--- src/rtl/squeeze_streamer_pkg.sv ---
// Shared definitions for the squeeze-side output streamer.
// Holds the FSM state type, the Keccak lane width and the SHAKE rate
// constants used by the streamer, its mask generator and the bench.
package squeeze_streamer_pkg;

  localparam int W_LANE         = 64;
  localparam int RATE_SHAKE128  = 1344;
  localparam int RATE_SHAKE256  = 1088;
  localparam int MAX_RATE_WORDS = 21;

  typedef enum logic [1:0] {
    ST_IDLE,
    ST_SQUEEZE,
    ST_PERMUTE,
    ST_WAIT_PERM
  } squeeze_state_t;

endpackage

--- src/rtl/squeeze_streamer_word_mask_gen.sv ---
// word_mask_gen: combinational mask for the final, possibly partial, word.
// Ports:
//   remaining - output bits still owed to the sink (WIDTH bits)
//   mask      - W-bit mask keeping the low `remaining` bits, all ones when
//               remaining >= W
module word_mask_gen
  import squeeze_streamer_pkg::*;
#(
  parameter int WIDTH = 32,
  parameter int W     = W_LANE
) (
  input  logic [WIDTH-1:0] remaining,
  output logic [W-1:0]     mask
);

  localparam int               SH_W  = $clog2(W);
  localparam logic [WIDTH-1:0] W_LEN = WIDTH'(W);

  // Below W only the low SH_W bits of remaining can be non-zero, so they
  // are the whole shift amount.
  always_comb begin
    if (remaining >= W_LEN) begin
      mask = '1;
    end else begin
      mask = ~({W{1'b1}} << remaining[SH_W-1:0]);
    end
  end

endmodule

--- src/rtl/squeeze_streamer.sv ---
// squeeze_streamer: streams the requested number of output bits from the
// rate portion of the Keccak state as W-bit words over valid/ready,
// requesting a permutation whenever a rate block is used up and masking
// the final partial word.
// Ports:
//   clk, rst          - clock, asynchronous active-high reset
//   out_len           - requested output length in bits (sampled on start)
//   start             - begin a request (honoured only when idle)
//   block_size        - rate in bits, multiple of W (sampled on start)
//   rate_word         - rate lane selected by word_idx (combinational)
//   word_idx          - index of the rate lane currently presented
//   perm_req          - one-cycle permutation request pulse
//   perm_done         - permutation complete (honoured only while waiting)
//   dout/dout_valid/dout_ready/dout_last - output word stream
//   busy              - a request is in progress
//   done              - one-cycle pulse when a request completes
module squeeze_streamer
  import squeeze_streamer_pkg::*;
#(
  parameter int WIDTH = 32,
  parameter int W     = W_LANE,
  parameter int IDX_W = 5
) (
  input  logic             clk,
  input  logic             rst,
  input  logic [WIDTH-1:0] out_len,
  input  logic             start,
  input  logic [10:0]      block_size,
  input  logic [W-1:0]     rate_word,
  output logic [IDX_W-1:0] word_idx,
  output logic             perm_req,
  input  logic             perm_done,
  output logic [W-1:0]     dout,
  output logic             dout_valid,
  input  logic             dout_ready,
  output logic             dout_last,
  output logic             busy,
  output logic             done
);

  localparam logic [WIDTH-1:0] W_LEN = WIDTH'(W);
  localparam logic [10:0]      W_BLK = 11'(W);

  squeeze_state_t   state_q, state_d;
  logic [WIDTH-1:0] remaining_q, remaining_d;
  logic [10:0]      blk_rem_q, blk_rem_d;
  logic [10:0]      blk_size_q, blk_size_d;
  logic [IDX_W-1:0] word_idx_q, word_idx_d;
  logic             perm_req_q, perm_req_d;
  logic             dout_valid_q, dout_valid_d;
  logic             dout_last_q, dout_last_d;
  logic             done_q, done_d;
  logic [W-1:0]     mask;

  word_mask_gen #(
    .WIDTH (WIDTH),
    .W     (W)
  ) u_mask (
    .remaining (remaining_q),
    .mask      (mask)
  );

  always_comb begin
    state_d     = state_q;
    remaining_d = remaining_q;
    blk_rem_d   = blk_rem_q;
    blk_size_d  = blk_size_q;
    word_idx_d  = word_idx_q;
    perm_req_d  = 1'b0;
    done_d      = 1'b0;

    case (state_q)
      ST_IDLE: begin
        if (start) begin
          if (out_len == '0) begin
            done_d = 1'b1;
          end else begin
            remaining_d = out_len;
            blk_rem_d   = block_size;
            blk_size_d  = block_size;
            word_idx_d  = '0;
            state_d     = ST_SQUEEZE;
          end
        end
      end
      ST_SQUEEZE: begin
        if (dout_ready) begin
          remaining_d = (remaining_q < W_LEN) ? '0 : remaining_q - W_LEN;
          blk_rem_d   = blk_rem_q - W_BLK;
          word_idx_d  = word_idx_q + 1'b1;
          // Finishing the request wins over finishing the block, so a
          // request ending exactly on a block boundary needs no permutation.
          if (dout_last_q) begin
            state_d = ST_IDLE;
            done_d  = 1'b1;
          end else if (blk_rem_q == W_BLK) begin
            state_d    = ST_PERMUTE;
            perm_req_d = 1'b1;
          end
        end
      end
      ST_PERMUTE: begin
        state_d = ST_WAIT_PERM;
      end
      ST_WAIT_PERM: begin
        if (perm_done) begin
          word_idx_d = '0;
          blk_rem_d  = blk_size_q;
          state_d    = ST_SQUEEZE;
        end
      end
      default: begin
        state_d = ST_IDLE;
      end
    endcase

    // Output flags are registered alongside the state they describe.
    dout_valid_d = (state_d == ST_SQUEEZE);
    dout_last_d  = (state_d == ST_SQUEEZE) && (remaining_d <= W_LEN);
  end

  always_ff @(posedge clk or posedge rst) begin
    if (rst) begin
      state_q      <= ST_IDLE;
      remaining_q  <= '0;
      blk_rem_q    <= '0;
      blk_size_q   <= '0;
      word_idx_q   <= '0;
      perm_req_q   <= 1'b0;
      dout_valid_q <= 1'b0;
      dout_last_q  <= 1'b0;
      done_q       <= 1'b0;
    end else begin
      state_q      <= state_d;
      remaining_q  <= remaining_d;
      blk_rem_q    <= blk_rem_d;
      blk_size_q   <= blk_size_d;
      word_idx_q   <= word_idx_d;
      perm_req_q   <= perm_req_d;
      dout_valid_q <= dout_valid_d;
      dout_last_q  <= dout_last_d;
      done_q       <= done_d;
    end
  end

  // rate_word follows word_idx combinationally, so the masked word is formed
  // here rather than registered; it is forced to zero whenever not valid.
  assign dout       = dout_valid_q ? (rate_word & mask) : '0;
  assign word_idx   = word_idx_q;
  assign perm_req   = perm_req_q;
  assign dout_valid = dout_valid_q;
  assign dout_last  = dout_last_q;
  assign busy       = (state_q != ST_IDLE);
  assign done       = done_q;

endmodule
--- config.mk ---
export PLATFORM = sky130hd
export DESIGN_NAME = squeeze_streamer
export DESIGN_NICKNAME = d
export VERILOG_FILES = /design/src/rtl/squeeze_streamer_pkg.sv /design/src/rtl/squeeze_streamer_word_mask_gen.sv /design/src/rtl/squeeze_streamer.sv
export SDC_FILE = /design/constraint.sdc
export NUM_CORES = 1
export LEC_CHECK = 0
export ABC_AREA = 1
export BUFFER_PORTS_ARGS = -buffer_cell sky130_fd_sc_hd__buf_2
export CAP_MARGIN = 20
export CELL_PAD_IN_SITES_DETAIL_PLACEMENT = 0
export CELL_PAD_IN_SITES_GLOBAL_PLACEMENT = 1
export CORE_AREA = 2 2 130 132
export DETAILED_ROUTE_END_ITERATION = 8
export DIE_AREA = 0 0 132 134
export PLACE_DENSITY = 0.92
export SETUP_SLACK_MARGIN = 0.5
export SYNTH_ARGS = -nofsm -noshare
export SYNTH_HDL_FRONTEND = slang
export SYNTH_SLANG_ARGS = --single-unit
--- constraint.sdc ---
create_clock -name clk -period 2.84 [get_ports clk]
set_clock_uncertainty 0.05 [all_clocks]
set_input_delay 0.568 -clock clk [delete_from_list [all_inputs] [get_ports clk]]
set_output_delay 0.568 -clock clk [all_outputs]
set_load 0.005 [all_outputs]
==> summary.txt <==
Timing
  – Slew Limit Fails: 0
  – Slew margin rel.: 60.3%
  – Final Hold Vio Count: 0
  – Fin Hold WS: 0.230 ns
  – Slew @ Worst Pin: 0.593 ns
  – RSZ-0062 raised after global routing: yes
  – Post-layout minimum cycle time: 2.79 ns
  – Final setup viols: 0
  – Fmax: 359 MHz
  – Fin crit share: 98.2%

Worst setup path
  – Worst path top cell family by delay: simple AND/OR/NAND/NOR gates
  – Worst path max stage delay: 0.44 ns
  – Crit path top cell by count: nor2_4
  – CP Buf/Inv Count: 5
  – Critical path class: flip-flop to output pin
  – CP arrival: 2.17 ns
  – Critical Path Slowest Stage Cell: dfrtp_2
  – Max FO, Critical Path: 8
  – CP Capture Type: output pin
  – CP required: 2.22 ns
  – CP startpoint kind: flip-flop
  – CP Cell Sequence: nor2_4, nand3_2, nor2_4, nand4_1, nor2_2, inv_2, buf_12, nand2_8, clkinv_8, o211ai_1, inv_1, buf_2
  – R2R Setup Slk: 0.32 ns

Yosys
  – Synth area leaders: dfrtp_1 29%, nand2_1 16%, inv_1 9.4%
  – Synth cell types: 48
  – Synth Register Bits: 65
  – Post-synth top area share: 29.2%
  – Post-Syn Instances: 901
  – Post-Syn Nets: 1022
  – Synth area leader: dfrtp_1
  – Post-synthesis cell area: 5560 um2
  – Syn Area/Cell: 6.18 um2
  – Sequential-to-total area share from yosys stat: 29.2%
  – YS warnings: 0

Floorplanning
  – Die area: 17700 um2
  – Core box area: 16300 um2
  – # rows: 47
  – # IOs: 186
  – Die Height: 134 um
  – Die Span X: 132 um
  – Initial Util: 34.2%

Route
  – Antenna Nets Post-Route: 0
  – Post-route DRC: 0
  – WL/cell: 15.2 um
  – Via density: 4.99
  – Wirelength, routed: 20900 um
  – Iter 0 DRT Violations: 534
  – DR pass1 iterations: 5
  – Via count: 6860

Power and ir drop
  – Total Power: 8190 uW
  – Peak supply drop: 0.520 mV
  – Pleak: 0.00453 uW
  – Pwr dens: 1020 nW/um2

Clocking
  – Hold buffers post-CTS: 0
  – Clock slew at reported path FFs: 0.06 ns
  – H-tree depth: 3
  – CTS tree: yes
  – TritonCTS Sinks: 65
  – Bufs on Longest Clock Path: 2
  – CTS Buf Count: 9
  – Skew-Pair Late Insertion Delay: 0.35 ns
  – Clock root buffer: clkbuf_16

Layout
  – Inserted Diodes: 0
  – Share of cells above drive strength 1: 35.2%
  – Nets: 1271
  – Commonest non-fill, non-tap cells in the layout: 227 x nand2_1, 184 x buf_2, 135 x inv_1
  – Area grow syn2layout: 44.8%
  – Number of fill cells: 1654
  – Final Core Density: 49.5%
  – Most common cell after layout, fill and taps aside: nand2_1

Global routing
  – Total grt overflow: 0
  – Largest net degree at the start of global routing: 66
  – Vias in the first global route: 6319
  – Gr usage total: 23.1%
  – Global-route wire length before repair: 32600 um
  – Antenna violations before repair: 0

Status
  – Status: finished clean

Job
  – MaxCap Viol Count: 0

Placed design
  – Gpl congestion: 0.948
  – HPWL after DPL: 15100 um
  – Port Buf Inserts: 185

Worst hold path
  – Worst min-delay path class: input port to async pin
## worst register-to-register path: stages (launching register included)
cell and delay (ns):
dfrtp_1 0.38, inv_2 0.07, ha_4 0.17, nand3_2 0.09
nor2_4 0.04, buf_4 0.13, buf_4 0.12, buf_4 0.12
buf_4 0.12, buf_4 0.12, buf_4 0.12, buf_4 0.13
nand4_1 0.07, nand2_1 0.08, a21oi_2 0.13, nand2_2 0.08
nor2_2 0.12, nand2_1 0.06, nor2_1 0.10, nand3_1 0.07
nor2_1 0.08
## where the power goes
group	internal (uW)	switching [uW]	total [uW]
combinational	2060	3290	5360
sequential	1360	383	1750
clock	623	467	1090
## worst paths after layout
path                       depth (start not counted)      startpoint         endpoint
setup / recovery                                  12  remaining_q[9]         dout[39]
hold / removal                                     3             rst  remaining_q[17]
max in group asynchronous                          3             rst  remaining_q[26]
setup reg to reg                                  20  remaining_q[6]        dout_last
hold reg to reg                                    2    blk_rem_q[4]     blk_rem_q[4]
min in group clk                                   3   block_size[2]    blk_size_q[2]
## area by class of cell
class / count / area (um2) / area share [%]
clock buffer: 10 / 239 / 2.97
sequential: 65 / 1640 / 20.3
clock inverter: 6 / 50.0 / 0.621
timing repair buffer: 272 / 1670 / 20.7
tap: 220 / 275 / 3.42
multi-input combinational: 649 / 3580 / 44.5
inverter: 152 / 591 / 7.33
timing repair inverter: 1 / 11.3 / 0.140
## sequential cells by signal, indices dropped and copies added, names as in the netlist
register,count
remaining_q,32
done,1
blk_size_q,11
dout_last,1
word_idx,5
dout_valid,1
blk_rem_q,11
state_q,2
perm_req,1
## cells in the mapped netlist (all sizes together)
cell / number
o311ai: 4
a21o: 1
o22ai: 1
a32o: 1
a22oi: 8
and2: 2
o21a: 2
clkbuf: 19
nand2: 251
xnor2: 1
nand3b: 10
nor4: 1
or2: 1
and3: 3
nand4: 14
o211ai: 27
a31oi: 3
clkinv: 1
nor3: 8
buf: 16
inv: 151
dfrtp: 65
a221oi: 4
nor2: 134
o21ai: 44
xor2: 10
nand3: 80
o211a: 1
nor3b: 2
a31o: 1
a21oi: 26
ha: 9
## metrics by stage
| stage | std cells | setup WS, ns | instance area (um2) | TNS (ns) |
|---|---|---|---|---|
| after floorplan | 901 | 0.486 | 5580 | 0 |
| after global placement | 1303 | 0.0657 | 6880 | 0 |
| final | 1375 | 0.0514 | 8060 | 0 |
| after global routing | 1375 | -0.0599 | 8060 | -0.490 |
| after detailed placement | 1303 | 0.0842 | 6880 | 0 |
| after CTS | 1363 | 0.0661 | 7740 | 0 |
## metal layers
layer / routed length, um / global-route usage, % / up-vias
met2: 9750 / 37.1 / 304
met3: 1670 / 5.29 / 43
met1: 8840 / 30.0 / 3137
li1: - / - / 3376
met4: 627 / 9.84 / 0
met5: 0 / 0 / -
## repair_timing
item / CTS / global route
setup endpoints to repair: 80 / 70
pin swaps: 24 / 29
gates resized for setup: 70 / 61
gates cloned: 1 / 0
buffers inserted: 43 / 12
endpoints found under the hold margin: 0 / 0
## kinds of logic (layout without fill, tap and decap cells)
family          after synthesis  count (layout)  share of synthesized area [%]
flops                        65              65                           29.2
compound gates              123             123                           13.8
simple gates                506             506                           40.0
fa+ha+maj                     9               9                           2.02
buf+inv                     187             441                           13.2
xor+xnor                     11              11                           1.73
No activity file was read; power rests on OpenSTA's default activity.
